**src/rtl/food_placer.sv**
```systemverilog
// ----------------------------------------------------------------------------
// food_placer: snaps a random sample to the cell grid, range/occupancy-checks
// it and commits a free cell as the food position.  Rev 1.0
// ----------------------------------------------------------------------------
`default_nettype none

module food_placer #(
  parameter int CELL_SHIFT = 4,
  parameter int X_MIN      = 16,
  parameter int X_MAX      = 592,
  parameter int Y_MIN      = 16,
  parameter int Y_MAX      = 448,
  parameter int MAX_TRIES  = 8,
  parameter int RESET_X    = 320,
  parameter int RESET_Y    = 240
) (
  input  logic       VGA_clk,
  input  logic       rst,
  input  logic [9:0] randX,
  input  logic [8:0] randY,
  input  logic       start,
  input  logic       eaten,
  output logic       occ_req,
  output logic [9:0] occ_x,
  output logic [8:0] occ_y,
  input  logic       occ_ack,
  input  logic       occ_hit,
  output logic [9:0] appleX,
  output logic [8:0] appleY,
  output logic       apple_valid,
  output logic       busy,
  output logic       place_fail
);

  localparam logic [9:0] X_MASK = ~10'((1 << CELL_SHIFT) - 1);
  localparam logic [8:0] Y_MASK = ~9'((1 << CELL_SHIFT) - 1);
  localparam logic [9:0] X_LO   = 10'(X_MIN);
  localparam logic [9:0] X_HI   = 10'(X_MAX);
  localparam logic [8:0] Y_LO   = 9'(Y_MIN);
  localparam logic [8:0] Y_HI   = 9'(Y_MAX);
  localparam logic [7:0] TRY_LIMIT = 8'(MAX_TRIES);

  typedef enum logic [1:0] {
    IDLE   = 2'd0,
    SAMPLE = 2'd1,
    CHECK  = 2'd2,
    WAIT   = 2'd3
  } state_t;

  state_t     state_q, state_d;
  logic [7:0] tries_q, tries_d;
  logic [9:0] occ_x_q, occ_x_d;
  logic [8:0] occ_y_q, occ_y_d;
  logic [9:0] apple_x_q, apple_x_d;
  logic [8:0] apple_y_q, apple_y_d;
  logic       occ_req_q, occ_req_d;
  logic       valid_q, valid_d;
  logic       busy_q, busy_d;
  logic       fail_q, fail_d;
  logic       cell_legal;
  logic       last_try;

  assign cell_legal = (occ_x_q >= X_LO) && (occ_x_q <= X_HI) &&
                      (occ_y_q >= Y_LO) && (occ_y_q <= Y_HI);
  assign last_try   = (tries_q == TRY_LIMIT);

  always_comb begin
    state_d   = state_q;
    tries_d   = tries_q;
    occ_x_d   = occ_x_q;
    occ_y_d   = occ_y_q;
    apple_x_d = apple_x_q;
    apple_y_d = apple_y_q;
    occ_req_d = occ_req_q;
    valid_d   = valid_q;
    busy_d    = busy_q;
    fail_d    = 1'b0;
    case (state_q)
      IDLE: begin
        if (start || eaten) begin
          state_d = SAMPLE;
          busy_d  = 1'b1;
          valid_d = 1'b0;
          tries_d = 8'd0;
        end
      end
      SAMPLE: begin
        occ_x_d = randX & X_MASK;
        occ_y_d = randY & Y_MASK;
        tries_d = tries_q + 8'd1;
        state_d = CHECK;
      end
      CHECK: begin
        if (cell_legal) begin
          occ_req_d = 1'b1;
          state_d   = WAIT;
        end else if (last_try) begin
          fail_d  = 1'b1;
          busy_d  = 1'b0;
          state_d = IDLE;
        end else begin
          state_d = SAMPLE;
        end
      end
      WAIT: begin
        if (occ_ack) begin
          occ_req_d = 1'b0;
          if (!occ_hit) begin
            apple_x_d = occ_x_q;
            apple_y_d = occ_y_q;
            valid_d   = 1'b1;
            busy_d    = 1'b0;
            state_d   = IDLE;
          end else if (last_try) begin
            // Out of tries: keep the old food position, report the failure.
            fail_d  = 1'b1;
            busy_d  = 1'b0;
            state_d = IDLE;
          end else begin
            state_d = SAMPLE;
          end
        end
      end
      default: state_d = IDLE;
    endcase
  end

  always_ff @(posedge VGA_clk or posedge rst) begin
    if (rst) begin
      state_q   <= IDLE;
      tries_q   <= 8'd0;
      occ_x_q   <= 10'd0;
      occ_y_q   <= 9'd0;
      apple_x_q <= 10'(RESET_X);
      apple_y_q <= 9'(RESET_Y);
      occ_req_q <= 1'b0;
      valid_q   <= 1'b0;
      busy_q    <= 1'b0;
      fail_q    <= 1'b0;
    end else begin
      state_q   <= state_d;
      tries_q   <= tries_d;
      occ_x_q   <= occ_x_d;
      occ_y_q   <= occ_y_d;
      apple_x_q <= apple_x_d;
      apple_y_q <= apple_y_d;
      occ_req_q <= occ_req_d;
      valid_q   <= valid_d;
      busy_q    <= busy_d;
      fail_q    <= fail_d;
    end
  end

  assign occ_req     = occ_req_q;
  assign occ_x       = occ_x_q;
  assign occ_y       = occ_y_q;
  assign appleX      = apple_x_q;
  assign appleY      = apple_y_q;
  assign apple_valid = valid_q;
  assign busy        = busy_q;
  assign place_fail  = fail_q;

endmodule

`default_nettype wire

```
**config.mk**
```make
export PLATFORM = sky130hd
export DESIGN_NAME = food_placer
export DESIGN_NICKNAME = d
export VERILOG_FILES = /design/src/rtl/food_placer.sv
export SDC_FILE = /design/constraint.sdc
export NUM_CORES = 1
export LEC_CHECK = 0
export CAP_MARGIN = 20
export CORE_MARGIN = 2
export CORE_UTILIZATION = 40
export CTS_BUF_LIST = sky130_fd_sc_hd__clkbuf_8 sky130_fd_sc_hd__clkbuf_16
export DETAILED_ROUTE_END_ITERATION = 8
export MAX_ROUTING_LAYER = met4
export PLACE_DENSITY = 0.87
export SETUP_SLACK_MARGIN = 0.05
export SKIP_LAST_GASP = 1
export SLEW_MARGIN = 20
export SYNTH_ARGS = -nofsm -noshare
export SYNTH_HDL_FRONTEND = slang
export SYNTH_SLANG_ARGS = --single-unit
```
**constraint.sdc**
```tcl
create_clock -name VGA_clk -period 1.8 [get_ports VGA_clk]
set_input_delay 0.54 -clock VGA_clk [delete_from_list [all_inputs] [get_ports VGA_clk]]
set_output_delay 0.54 -clock VGA_clk [all_outputs]
set_load 0.05 [all_outputs]
```
==> results.md, run 1 <==
* Status: completed
* Final cell count without fillers at 283
* First-pass GRT wire length at 7.58 mm
* Final Power at 0.00607 W
* Post-synthesis xor/xnor area fraction at 0%
* Pleak at roughly 1.3 nW
* RSZ-0062 raised after global routing: true
* DRT iter0 DRCs at 69
* Mux share of post-synthesis cell area at 14.5%
* Final WL at about 4.5 mm
* Residual DRC at 0
* TritonCTS Sinks at 36
* Required @ worst endpoint at 2.04 ns
* GPL Wtd Cong at 0.813
* CTS Buf Count at 5
* Post-cts hold buffer count at 0
* PwrDens at approximately 2200 nW/µm²
* Largest net degree at the start of global routing at 37
* Max rail drop VDD at 1350 µV
* Setup repair bufs after CTS at 0
* Avg Cell Area, Syn at 11.3 µm²
* Ant diodes at 0
* Path category of the worst min-delay check: flop to flop
* Gr usage total at 19.5%
* Number of antenna-violating nets in the routed design at 0
* Core Area at 4410 µm²
* Crit-path max FO at 6
* Final Hold Fails at 0
* Worst Path Arrival at a little under 2 ns
* DP Wirelength at 3.13 mm
* Critical Path Start Type: input port
* Final Hold Slack at 0.514 ns
* Crit Path Category: input port to flop
* # setup viols final at 0
* Max capacitance violation total at 0
* Final setup skew at about 0.015 ns
* Clk buf depth at 2
* Tmin final at 1.72 ns
* Worst-path clk slew at 0.08 ns
* Share of layout cells above drive strength 1 at 40.7%
* Placed Cells at approximately 280
* PortBufs at 42
* Routed wire per std cell at 15.8 µm
* Max frequency at 580 MHz
* Mapped Area at 1860 µm²
* YS warnings at 0
* Synth Area in Compound Gates at 12.2%
* Synth cell types at 38
* Die area at 5210 µm²
* Sequential fraction of the synthesis area at 48.9%
* Chip width at 72.2 µm
* Clock latency on the worst-skew pair at a little over 0.3 ns
* Post-synthesis adder-cell area fraction at 4.71%
* IO Count at 67
* Rows at 24
* Grt ovf at 0
* Final worst slack at roughly 0.075 ns
* Worst Setup End Kind: flop
* Nets at between 200 and 300
* Die H at 72.2 µm
* Vias/cell at 5.21
* H-Tree Depth at 2
* Fin. max-slew vios at 0
* Via count of the first global-routing pass at 1,579
* Largest family of logic cells by synthesized area: multiplexers
* TritonCTS clock tree: yes
* Initial Utilization at 42.1%
* Vias at 1,474
* Layout area overhead at 50.5%
* Cells after Synth at 165
* Clock root buffer: clkbuf_8
* Initial antenna violation count at 0
* Pre-Repair DR Iteration Count at 4
* Place WS at -0.250 ns
* Synth Register Bits at 36
* Tcrit/Tclk final at a little over nine tenths
* Post-Synth Simple-Gate Area at a little over a tenth
## per-layer routing
metal | global-route usage, % | share of wire, % | up-vias
met5 | - | 0 | -
met4 | 5.87 | 1.7 | 0
met3 | 5.00 | 7.3 | 8
met2 | 31.2 | 51 | 62
met1 | 24.5 | 40 | 721
li1 | - | - | 683
## critical path, cell delays in order
cell and delay, ns:
clkdlybuf4s50_1 0.53, nor3b_2 0.06, buf_4 0.16, buf_4 0.14, nor4_2 0.31, o21ai_1 0.13
nand2_1 0.08
## cells in the mapped netlist
| cell type | number | area share, % |
|---|---|---|
| a211o_1 | 2 | 0.94 |
| a21boi_0 | 1 | 0.40 |
| a21o_1 | 2 | 0.81 |
| a21oi_1 | 4 | 1.1 |
| a22o_1 | 5 | 2.4 |
| a2bb2oi_1 | 1 | 0.47 |
| a31oi_1 | 1 | 0.34 |
| a32o_1 | 1 | 0.54 |
| and3_1 | 1 | 0.34 |
| buf_2 | 1 | 0.27 |
| buf_4 | 16 | 6.5 |
| clkbuf_1 | 2 | 0.40 |
| conb_1 | 1 | 0.20 |
| dfrtp_1 | 30 | 40 |
| dfstp_2 | 6 | 8.5 |
| ha_1 | 7 | 4.7 |
| inv_1 | 9 | 1.8 |
| mux2_2 | 23 | 14 |
| mux2i_1 | 1 | 0.54 |
| nand2_1 | 14 | 2.8 |
| nand3_1 | 5 | 1.3 |
| nor2_1 | 4 | 0.81 |
| nor3_1 | 4 | 1.1 |
| nor3_2 | 1 | 0.54 |
| nor3b_1 | 1 | 0.40 |
| nor4_1 | 3 | 1.0 |
| nor4b_1 | 1 | 0.47 |
| o2111ai_1 | 1 | 0.47 |
| o211ai_1 | 1 | 0.40 |
| o21a_1 | 2 | 0.81 |
| o21ai_0 | 7 | 1.9 |
| o21ai_1 | 1 | 0.27 |
| o21ai_4 | 1 | 0.88 |
| o32a_1 | 1 | 0.54 |
| or3_1 | 1 | 0.34 |
| or3b_2 | 1 | 0.47 |
| or4_1 | 1 | 0.40 |
| or4_4 | 1 | 0.61 |
## placed cells by master, fill, tap and decap left out, types with 5 or more instances in the layout
cell / instances
dfrtp_1: 27
buf_12: 24
mux2_2: 23
buf_4: 22
conb_1: 16
clkdlybuf4s50_1: 16
nand2_1: 14
inv_1: 9
ha_1: 6
dfstp_2: 6
o21ai_0: 5
a22o_1: 5
nand3_1: 5
clkbuf_8: 5
## power breakdown
part / internal [W] / leakage (nW) / switching, W
Sequential: 0.00121 / 0.430 / 0.000407
Combinational: 0.00180 / 0.794 / 0.00192
Clock: 0.000410 / 0.0541 / 0.000324
## path summary, 6_finish.rpt
check                                          to                    from  cells past startpoint  slack, ns
max reg2reg                tries_q[6]$_DFFE_PP0P_  state_q[0]$_DFFE_PP0P_                      8       0.12
min reg2reg                 appleY[8]$_DFFE_PP0P_   appleY[8]$_DFFE_PP0P_                      1       0.51
max in group asynchronous   appleY[5]$_DFFE_PP1P_                     rst                      3       0.95
min in group asynchronous  tries_q[4]$_DFFE_PP0P_                     rst                      3       0.59
min                         appleY[8]$_DFFE_PP0P_   appleY[8]$_DFFE_PP0P_                      1       0.51
max                        tries_q[6]$_DFFE_PP0P_                   start                      7       0.08
## sequential cells by signal (all words and copies together) (netlist names)
name         count
tries_q          8
appleX           6
occ_x            6
appleY           5
occ_y            5
state_q          2
apple_valid      1
busy             1
occ_req          1
place_fail       1
## logic make-up (layout without fill, tap and decap cells)
group	after synthesis	count (layout)
fa+ha+maj	7	7
compound gates	31	31
buf+inv	28	79
other cells	1	16
flops	36	36
mux	24	24
simple gates	38	38
## cell type report
type,count,area (µm²)
fillers,329,1620
flip-flops and latches,36,912
multi-input cells,116,871
repair buffers,62,806
clock buffers,5,68.8
well taps,52,65.1
clock inverters,3,42.5
inverters,9,33.8
## metrics by stage
step | cell area (µm²) | util [%] | TNS, ns
floorplan | 1920 | - | 0
global placement | 2660 | 60.3 | -2.31
detailed placement | 2660 | 60.3 | -2.93
CTS | 2780 | 63.0 | 0
global route | 2800 | 63.4 | -0.00595
finish | 2800 | 63.4 | 0
## what timing repair did
action	in CTS	in global routing
resized for setup	3	4
endpoints found under the setup margin	3	5
pin swaps	0	1
Note: power is estimated with default switching activity, not from simulation.
==> run 2: changes to the inputs <==
Settings changed: CTS_CLUSTER_SIZE from default to 16, GPL_ROUTABILITY_DRIVEN from default to 0.
==> results of run 2 <==
No change in the layout: final DEF, timing and power equal those of run 1.
==> run 3: changes to the inputs <==
Clock period 1.8 ns to 1.4 ns, I/O delays scaled along.
==> results.md, run 3 (synthesized netlist as in run 1, its figures left out) <==
* Commonest non-fill, non-tap cell in the layout: buf_4
* Rows at 24
* Required @ worst endpoint at ~1.6 ns
* Vias at 1,684
* Switching power at 0.00392 W
* Final Power at 0.00954 W
* Met3 Usage GRT at 4.86%
* Tmin final at 1.62 ns
* Crit Path Category: flop to flop
* PortBufs at 42
* Layout area overhead at 85.1%
* Max rail drop VDD at 2070 µV
* First-pass GRT wire length at 8.69 mm
* H-Tree Depth at 2
* R2R Path End: state_q[0]$_DFFE_PP0P_
* Largest net degree at the start of global routing at 37
* RSZ-0062 raised after global routing: true
* Vias/cell at 5.12
* Share of layout cells above drive strength 1 at 55.2%
* Sequential share of power at a little over a fifth
* Crit-path max FO at 3
* Pre-Repair DR Iteration Count at 4
* Worst-path clk slew at 0.08 ns
* Grt ovf at 0
* IO Count at 67
* Clock latency on the worst-skew pair at about 0.3 ns
* Final setup skew at 0.00763 ns
* Worst r2r src: occ_y[4]$_DFFE_PP0P_
* Path category of the worst min-delay check: input port to asynchronous set/reset pin
* Fin. max-slew vios at 0
* TritonCTS clock tree: yes
* Status: finished, violations left
* Max frequency at 615 MHz
* Ant diodes at 0
* R2R setup slack at -0.22 ns
* PwrDens at 2770 nW/µm²
* DRT iter0 DRCs at between 100 and 150
* DP Wirelength at 3.36 mm
* Critical Path Start Type: flop
* Max capacitance violation total at 0
* Biggest register: tries_q
* Residual DRC at 0
* Gr usage total at 23.0%
* Worst Reg-to-Reg Cells at 4
* CTS Buf Count at 5
* GR peak layer: met2
* Final WL at 5.38 mm
* GR met1 Demand/Resource at 27.0%
* Die H at 72.2 µm
* Chip width at 72.2 µm
* Clk buf depth at 2
* Nets at 308
* Worst Path Arrival at 1.81 ns
* Sw Share at 41.1%
* Final worst slack at -0.225 ns
* TritonCTS Sinks at 36
* Clock root buffer: clkbuf_8
* Tcrit/Tclk final at 116%
* Max reg flops at 8
* Core Area at 4410 µm²
* Pleak at 1.64 nW
* # setup viols final at 36
* Die area at 5210 µm²
* Post-layout util at 78.0%
* Worst Setup End Kind: flop
* Final Hold Fails at 0
* Routed wire per std cell at 16.4 µm
* Clk network pwr share at roughly 8%
* Failing checks: setup timing
* Comb pwr share at 70.7%
* Number of antenna-violating nets in the routed design at 0
* Most frequent cells in the layout: buf_4 (43), buf_12 (29), dfrtp_1 (23), buf_6 (18), conb_1 (16)
* Via count of the first global-routing pass at 1,764
* Place WS at -0.529 ns
* Initial Utilization at a little over two fifths
* Internal power at roughly 0.0056 W
* Met2 Use GR at 38.9%
* Initial antenna violation count at 0
[run 3: cell count changes in the layout (fill, tap and decap cells not counted), moves of 4 or more]
cell	delta
buf_12	+5
dfrtp_2	+4
buf_4	+21
dfrtp_1	-4
buf_6	+18
mux2_4	+15
mux2_2	-15
[run 3: metrics by stage]
step	instance area, µm²	TNS (ns)	hold WS, ns	instances
floorplan	2020	-1.80	0.490	180
global placement	2900	-7.50	0.539	291
detailed placement	2900	-8.27	0.560	291
CTS	3330	-3.12	0.474	320
global route	3440	-4.31	0.484	329
finish	3440	-2.88	0.469	329
[run 3: area by class of cell]
type | count | area [µm²]
sequential | 36 | 917
inverter | 9 | 33.8
clock inverter | 2 | 7.51
timing repair buffer | 108 | 1310
fill | 261 | 972
clock buffer | 6 | 82.6
tap | 52 | 65.1
multi-input combinational | 116 | 1030
[run 3: power by group through the flow]
| stage | combinational [W] | sequential [W] | clock, W |
|---|---|---|---|
| 2_1_floorplan | 0.00158 | 0.00326 | 0 |
| 5_1_grt | 0.00709 | 0.00207 | 0.000823 |
| 3_3_place_gp | 0.00540 | 0.00195 | 0 |
| 3_5_place_dp | 0.00552 | 0.00199 | 0 |
| 6_report | 0.00675 | 0.00202 | 0.000767 |
| 4_1_cts | 0.00641 | 0.00200 | 0.000790 |
[run 3: what timing repair did]
action	4_1_cts	5_1_grt
pin swaps	12	9
gates cloned	1	0
hold buffers	0	0
resized for setup	44	10
endpoints found under the hold margin	0	0
setup endpoints to repair	52	54
buffers inserted	21	12
[run 3: how the worst max path moves through the flow]
stage / cells past startpoint / endpoint / from
after detailed placement: 5 / tries_q[7]$_DFFE_PP0P_ / eaten
after floorplan: 4 / state_q[0]$_DFFE_PP0P_ / occ_y[4]$_DFFE_PP0P_
after global placement: 5 / tries_q[7]$_DFFE_PP0P_ / eaten
after global routing: 6 / busy$_DFFE_PP0P_ / state_q[1]$_DFFE_PP0P_
after CTS: 4 / state_q[0]$_DFFE_PP0P_ / occ_y[4]$_DFFE_PP0P_
final: 4 / state_q[0]$_DFFE_PP0P_ / occ_y[4]$_DFFE_PP0P_
[run 3: routing by layer]
layer,vias to the layer above,share of wire (%)
li1,785,-
met1,828,40
met2,62,54
met3,9,4.7
met4,0,1.4
met5,-,0
[run 3: worst max-delay path, stage by stage, from the launching register on]
cell,delay [ns]
dfrtp_2,0.41
or4_4,0.54
o21ai_4,0.16
nor3_2,0.08
o32a_1,0.33
